$ cat config.mk
export PLATFORM = sky130hd
export DESIGN_NAME = ls_unit
export DESIGN_NICKNAME = d
export VERILOG_FILES = /design/src/rtl/ls_pkg.sv /design/src/rtl/ls_lane.sv /design/src/rtl/ls_unit.sv
export SDC_FILE = /design/constraint.sdc
export NUM_CORES = 1
export LEC_CHECK = 0
export ABC_AREA = 1
export BUFFER_PORTS_ARGS = -buffer_cell sky130_fd_sc_hd__buf_4
export CORE_MARGIN = 5
export CORE_UTILIZATION = 50
export DETAILED_ROUTE_END_ITERATION = 8
export PLACE_DENSITY_LB_ADDON = 0.05
export SLEW_MARGIN = 20
export SYNTH_ARGS = -nofsm -noshare
export SYNTH_HDL_FRONTEND = slang
export SYNTH_SLANG_ARGS = --single-unit
$ cat constraint.sdc
create_clock -name clk -period 5.2 [get_ports clk]
set_input_delay 0.26 -clock clk [delete_from_list [all_inputs] [get_ports clk]]
set_output_delay 0.26 -clock clk [all_outputs]
set_load 0.05 [all_outputs]
$ cat src/rtl/ls_pkg.sv
// Shared encodings for the load/store unit: access sizes, FSM states and
// byte-lane selection helpers used by both the FSM and the lane datapath.
package ls_pkg;

  localparam logic [1:0] SZ_BYTE = 2'b00;
  localparam logic [1:0] SZ_HALF = 2'b01;
  localparam logic [1:0] SZ_WORD = 2'b10;
  localparam logic [1:0] SZ_ILL  = 2'b11;

  localparam int BYTE_BITS = 8;
  localparam int HALF_BITS = 16;

  typedef enum logic [2:0] {
    ST_IDLE   = 3'd0,
    ST_LOAD   = 3'd1,
    ST_RMW_RD = 3'd2,
    ST_WRITE  = 3'd3,
    ST_RESP   = 3'd4
  } ls_state_e;

  // Big-endian mirrors the lane index: byte 0 lives in bits 31:24.
  function automatic logic [1:0] byte_lane(input logic [1:0] addr_lo, input bit big_endian);
    return big_endian ? ~addr_lo : addr_lo;
  endfunction

  function automatic logic half_lane(input logic addr_hi, input bit big_endian);
    return big_endian ? ~addr_hi : addr_hi;
  endfunction

endpackage

$ cat src/rtl/ls_lane.sv
// Byte/half lane datapath: extracts and extends load data from a memory word,
// and merges sub-word store data into a word read back for read-modify-write.
module ls_lane
  import ls_pkg::*;
#(
  parameter bit BIG_ENDIAN = 1'b0
) (
  input  logic [31:0] word_in,
  input  logic [1:0]  addr_lo,
  input  logic [1:0]  size,
  input  logic        sign_ext,
  input  logic [15:0] wdata_lo,
  output logic [31:0] load_data,
  output logic [31:0] merged
);

  logic [1:0]  b_lane;
  logic        h_lane;
  logic [7:0]  b_val;
  logic [15:0] h_val;

  always_comb begin
    b_lane = byte_lane(addr_lo, BIG_ENDIAN);
    h_lane = half_lane(addr_lo[1], BIG_ENDIAN);
    b_val  = word_in[{b_lane, 3'b000} +: BYTE_BITS];
    h_val  = word_in[{h_lane, 4'b0000} +: HALF_BITS];

    load_data = word_in;
    case (size)
      SZ_BYTE: load_data = {{24{sign_ext & b_val[7]}}, b_val};
      SZ_HALF: load_data = {{16{sign_ext & h_val[15]}}, h_val};
      default: load_data = word_in;
    endcase

    merged = word_in;
    if (size == SZ_BYTE) begin
      merged[{b_lane, 3'b000} +: BYTE_BITS] = wdata_lo[7:0];
    end else if (size == SZ_HALF) begin
      merged[{h_lane, 4'b0000} +: HALF_BITS] = wdata_lo;
    end
  end

endmodule

$ cat src/rtl/ls_unit.sv
// Load/store initiator for a word-only data memory; sub-word stores are done
// as read-modify-write, bad requests are answered without touching memory.
//
// state     | meaning
// ST_IDLE   | ready for a request
// ST_LOAD   | memory read, capture extended load data
// ST_RMW_RD | memory read, merge sub-word store data into buffer
// ST_WRITE  | memory write of buffer
// ST_RESP   | one-cycle response pulse
module ls_unit
  import ls_pkg::*;
#(
  parameter int unsigned MEM_WORDS  = 1024,
  parameter bit          BIG_ENDIAN = 1'b0
) (
  input  logic        clk,
  input  logic        reset,
  input  logic        req_valid,
  output logic        req_ready,
  input  logic        req_write,
  input  logic [1:0]  req_size,
  input  logic        req_signed,
  input  logic [31:0] req_addr,
  input  logic [31:0] req_wdata,
  output logic        resp_valid,
  output logic [31:0] resp_rdata,
  output logic        resp_err,
  output logic [31:0] mem_address,
  output logic [31:0] mem_memIn,
  output logic        mem_memRead,
  output logic        mem_memWrite,
  input  logic [31:0] mem_memOut
);

  localparam logic [32:0] ADDR_LIMIT = 33'(MEM_WORDS) << 2;

  ls_state_e   state_q, state_d;
  logic [31:0] addr_q, addr_d;
  logic [1:0]  size_q, size_d;
  logic        signed_q, signed_d;
  logic [31:0] buf_q, buf_d;
  logic [31:0] rdata_q, rdata_d;
  logic        err_q, err_d;

  logic        req_bad;
  logic        accept;
  logic [31:0] lane_load;
  logic [31:0] lane_merged;

  ls_lane #(.BIG_ENDIAN(BIG_ENDIAN)) u_lane (
    .word_in   (mem_memOut),
    .addr_lo   (addr_q[1:0]),
    .size      (size_q),
    .sign_ext  (signed_q),
    .wdata_lo  (buf_q[15:0]),
    .load_data (lane_load),
    .merged    (lane_merged)
  );

  always_comb begin
    accept  = (state_q == ST_IDLE) && req_valid;
    req_bad = (req_size == SZ_ILL)
            || ((req_size == SZ_HALF) && req_addr[0])
            || ((req_size == SZ_WORD) && (req_addr[1:0] != 2'b00))
            || ({1'b0, req_addr} >= ADDR_LIMIT);
  end

  always_ff @(posedge clk or posedge reset) begin
    if (reset) begin
      state_q  <= ST_IDLE;
      addr_q   <= '0;
      size_q   <= SZ_BYTE;
      signed_q <= 1'b0;
      buf_q    <= '0;
      rdata_q  <= '0;
      err_q    <= 1'b0;
    end else begin
      state_q  <= state_d;
      addr_q   <= addr_d;
      size_q   <= size_d;
      signed_q <= signed_d;
      buf_q    <= buf_d;
      rdata_q  <= rdata_d;
      err_q    <= err_d;
    end
  end

  always_comb begin
    state_d = state_q;
    case (state_q)
      ST_IDLE: begin
        if (accept) begin
          if (req_bad)                  state_d = ST_RESP;
          else if (!req_write)          state_d = ST_LOAD;
          else if (req_size == SZ_WORD) state_d = ST_WRITE;
          else                          state_d = ST_RMW_RD;
        end
      end
      ST_LOAD:   state_d = ST_RESP;
      ST_RMW_RD: state_d = ST_WRITE;
      ST_WRITE:  state_d = ST_RESP;
      ST_RESP:   state_d = ST_IDLE;
      default:   state_d = ST_IDLE;
    endcase
  end

  // Response registers only change on the way into RESP, so they hold between responses.
  always_comb begin
    addr_d   = addr_q;
    size_d   = size_q;
    signed_d = signed_q;
    buf_d    = buf_q;
    rdata_d  = rdata_q;
    err_d    = err_q;
    case (state_q)
      ST_IDLE: begin
        if (accept) begin
          addr_d   = req_addr;
          size_d   = req_size;
          signed_d = req_signed;
          if (req_bad) begin
            err_d   = 1'b1;
            rdata_d = '0;
          end else if (req_write) begin
            buf_d = req_wdata;
          end
        end
      end
      ST_LOAD: begin
        rdata_d = lane_load;
        err_d   = 1'b0;
      end
      ST_RMW_RD: buf_d = lane_merged;
      ST_WRITE: begin
        rdata_d = '0;
        err_d   = 1'b0;
      end
      default: ;
    endcase
  end

  always_comb begin
    req_ready    = (state_q == ST_IDLE);
    resp_valid   = (state_q == ST_RESP);
    mem_memRead  = (state_q == ST_LOAD) || (state_q == ST_RMW_RD);
    mem_memWrite = (state_q == ST_WRITE);
    mem_address  = {addr_q[31:2], 2'b00};
    mem_memIn    = buf_q;
    resp_rdata   = rdata_q;
    resp_err     = err_q;
  end

endmodule

==> summary.txt <==
Outcome
  – Run status: complete, no violations

Clocking
  – Max Root-Sink Buffers: 2
  – Cts bufs inserted: 9
  – CTS Sinks: 103
  – TritonCTS clock tree: done
  – Clk_lat worst skew: 0.35 ns
  – Post-cts sizing count: 0
  – Post-CTS setup buffers: 0
  – H-tree depth: 3
  – CTS root buf: clkbuf_16
  – Reg clk slew, reported paths: 0.07 ns

Route
  – Vias: 6317
  – DRC Markers: 0
  – DR vias/cell: 5.34
  – Post-DRT Antenna Nets: 0
  – Initial DRT Pass Iterations: 5
  – Number of DRC markers in iteration 0: 535
  – Final WL: 19.8 mm
  – Wire length per cell: 16.7 um

Floorplanning
  – Die W: 122 um
  – Die Area: 14800 sq um
  – # IOs: 204
  – Chip height: 122 um
  – Cell Rows: 40
  – Initial core utilization: 51.4%
  – Area of the core: 12100 sq um

Placement
  – Final GP Congestion: 0.944
  – DP Cell Count: 1166
  – Placement Cell Area: 7560 sq um
  – Port buffer count: 201
  – Place WS: 2.22 ns
  – HPWL Detailed: 14.8 mm

Power
  – VDD IR max: 0.401 mV
  – Leakage: 4.29 nW
  – PD cells: 660 nW/um^2

Finish
  – Share of layout cells above drive strength 1: 25.8%
  – NumNets Final: 1118
  – Area growth syn-to-layout: 27.2%
  – Non-filler cells, final: 1183
  – Post-route cell area: 7920 sq um
  – Ant diodes: 0

Worst setup path
  – Reg2Reg Capture Point: mem_memIn[22]
  – Startpoint Class: flop
  – CP arrival: 3.34 ns
  – Path type of the worst setup path: flop to flop
  – Flop-to-flop setup slack: 2.15 ns
  – Crit Path Max Fanout: 25
  – CP endpoint kind: flop
  – RR Startpoint: addr_q[0]
  – Max stage delay on crit path: 0.82 ns
  – Critical Path RT: 5.49 ns
  – Crit-path cells: clkinv_1 > ha_1 > inv_1 > nor2_1 > nand3_1 > nand2_1 > nand3_1 > nand2_1 > nand2_1 > nand2_1
  – Crit path top cell by count: nand2_1
  – Slowest CP cell: dfrtp_1
  – Reg2reg path depth: 10

Global route
  – Grt ovf: 0
  – Antenna violations before repair: 0
  – Largest net degree at the start of global routing: 63
  – First-pass GRT wire length: 30.8 mm
  – Number of global-route vias before repair: 6102
  – GRT Overall Usage: 26.6%

STA
  – Setup violators final: 0
  – RSZ-0062 raised after global routing: false
  – Setup TNS: 0 ns
  – Final hold vios: 0
  – Slew headroom: 27.8%
  – Fmax: 0.328 GHz
  – Max Clock Skew: 0.00840 ns
  – Fin crit share: 58.7%
  – Post-route setup slack: 2.15 ns
  – Measured slew at the worst slew-check pin: 1.08 ns
  – Final min period: 3.05 ns
  – Slew Limit Fails: 0

Synthesis
  – Synth cell types: 29
  – Main synth FF type: dfrtp_1
  – Top-count cell post-synth: nand2_1
  – Post-Synthesis Cells: 865
  – Post-synth EDFFs: 0
  – Total number of yosys warnings: 0
  – Commonest cells in the synthesized netlist: nand2_1 (350), dfrtp_1 (103), nand3_1 (75)
  – Dominant cell type by area after synthesis: dfrtp_1
  – Synth top area share: 41.4%
  – Ranking of synthesized cells by area: dfrtp_1 (41%), nand2_1 (21%), nand3_1 (6.0%)
  – Async set or reset register ratio after synthesis: 100%
  – Mapped Area: 6220 sq um
  – Seq cells post-synth: 103
  – Post-Syn Area per Cell: 7.19 sq um
  – Register area share after synthesis: 41.4%

Run
  – Max Cap Violations: 0

Worst hold path
  – Hold endpoint: addr_q[4]
  – Beginning of the worst hold path: req_addr[4]
  – Hold Crit Depth: 2
  – Hold crit path type: input port to flop
## where the power goes
part / internal [mW] / leakage, nW / switching (mW) / total [mW]
logic: 0.902 / 2.81 / 2.18 / 3.08
registers: 1.10 / 1.31 / 0.263 / 1.37
clock network: 0.471 / 0.162 / 0.303 / 0.774
## layer usage
layer | vias up | global-route usage (%) | wire (um)
met1 | 2922 | 33.9 | 8150
li1 | 3052 | - | -
met5 | - | 0 | 0
met4 | 0 | 12.0 | 597
met2 | 301 | 42.0 | 9140
met3 | 42 | 7.47 | 1910
## cell usage in the layout, fill, tap and decap left out, drive strengths merged
| cell type | count |
|---|---|
| nand2 | 352 |
| buf | 206 |
| dfrtp | 103 |
| nand3 | 77 |
| inv | 55 |
| nor2 | 51 |
| o21ai | 44 |
| mux2 | 28 |
| a21oi | 24 |
| nand4 | 17 |
| o211ai | 15 |
| clkbuf | 9 |
| o22ai | 8 |
| a22oi | 7 |
| ha | 5 |
| clkinv | 4 |
| bufinv | 3 |
| conb | 2 |
| clkinvlp | 2 |
| nor3 | 2 |
| dlygate4sd3 | 1 |
## final cells by class
cell class,instances,area (sq um)
flip-flops and latches,103,2580
multi-input cells,632,3010
repair buffers,207,1560
inverters,57,218
well taps,168,210
fillers,1153,4200
clock inverters,7,119
clock buffers,9,225
## sequential cells by signal (all words and copies together), names as in the netlist
name and flops:
addr_q 32, mem_memIn 32, resp_err 1, resp_rdata 32
signed_q 1, size_q 2, state_q 3
## metrics by stage
stage	utilization [%]	hold slack, ns	power [mW]
floorplan	-	0.410	3.73
global placement	62.4	0.347	4.41
CTS	65.4	0.123	5.23
global route	65.4	0.134	5.54
finish	65.4	0.137	5.23
detailed placement	62.4	0.351	4.44
## worst max-delay path, delay by kind of cell (launching register included)
kind | cells | cell delay, ns
and+or+nand+nor | 7 | 0.97
buffers and inverters | 2 | 0.69
adders and majority gates | 1 | 0.51
DFF | 1 | 0.82
## how the worst max path moves through the flow
stage | startpoint | endpoint | slack (ns) | cells past startpoint
final | addr_q[0] | mem_memIn[22] | 2.15 | 10
after global routing | addr_q[0] | mem_memIn[21] | 1.83 | 10
after CTS | addr_q[0] | mem_memIn[21] | 2.21 | 10
after detailed placement | addr_q[0] | mem_memIn[22] | 2.22 | 10
after global placement | addr_q[0] | mem_memIn[23] | 2.30 | 10
after floorplan | reset | addr_q[0] | 2.24 | 1
## cells by family after synthesis
family | after synthesis | synth area share (%)
and+or+nand+nor | 499 | 33.0
DFF | 103 | 41.4
adders and majority gates | 5 | 1.01
AOI/OAI and AO/OA | 98 | 9.17
other | 1 | 0.0603
buffers and inverters | 131 | 10.3
muxes | 28 | 5.07
## repair_timing
item | 4_1_cts | 5_1_grt
setup endpoints to repair | 0 | 0
hold endpoints to repair | 41 | 0
hold buffers | 1 | 0
(Power assumes the default switching activity.)
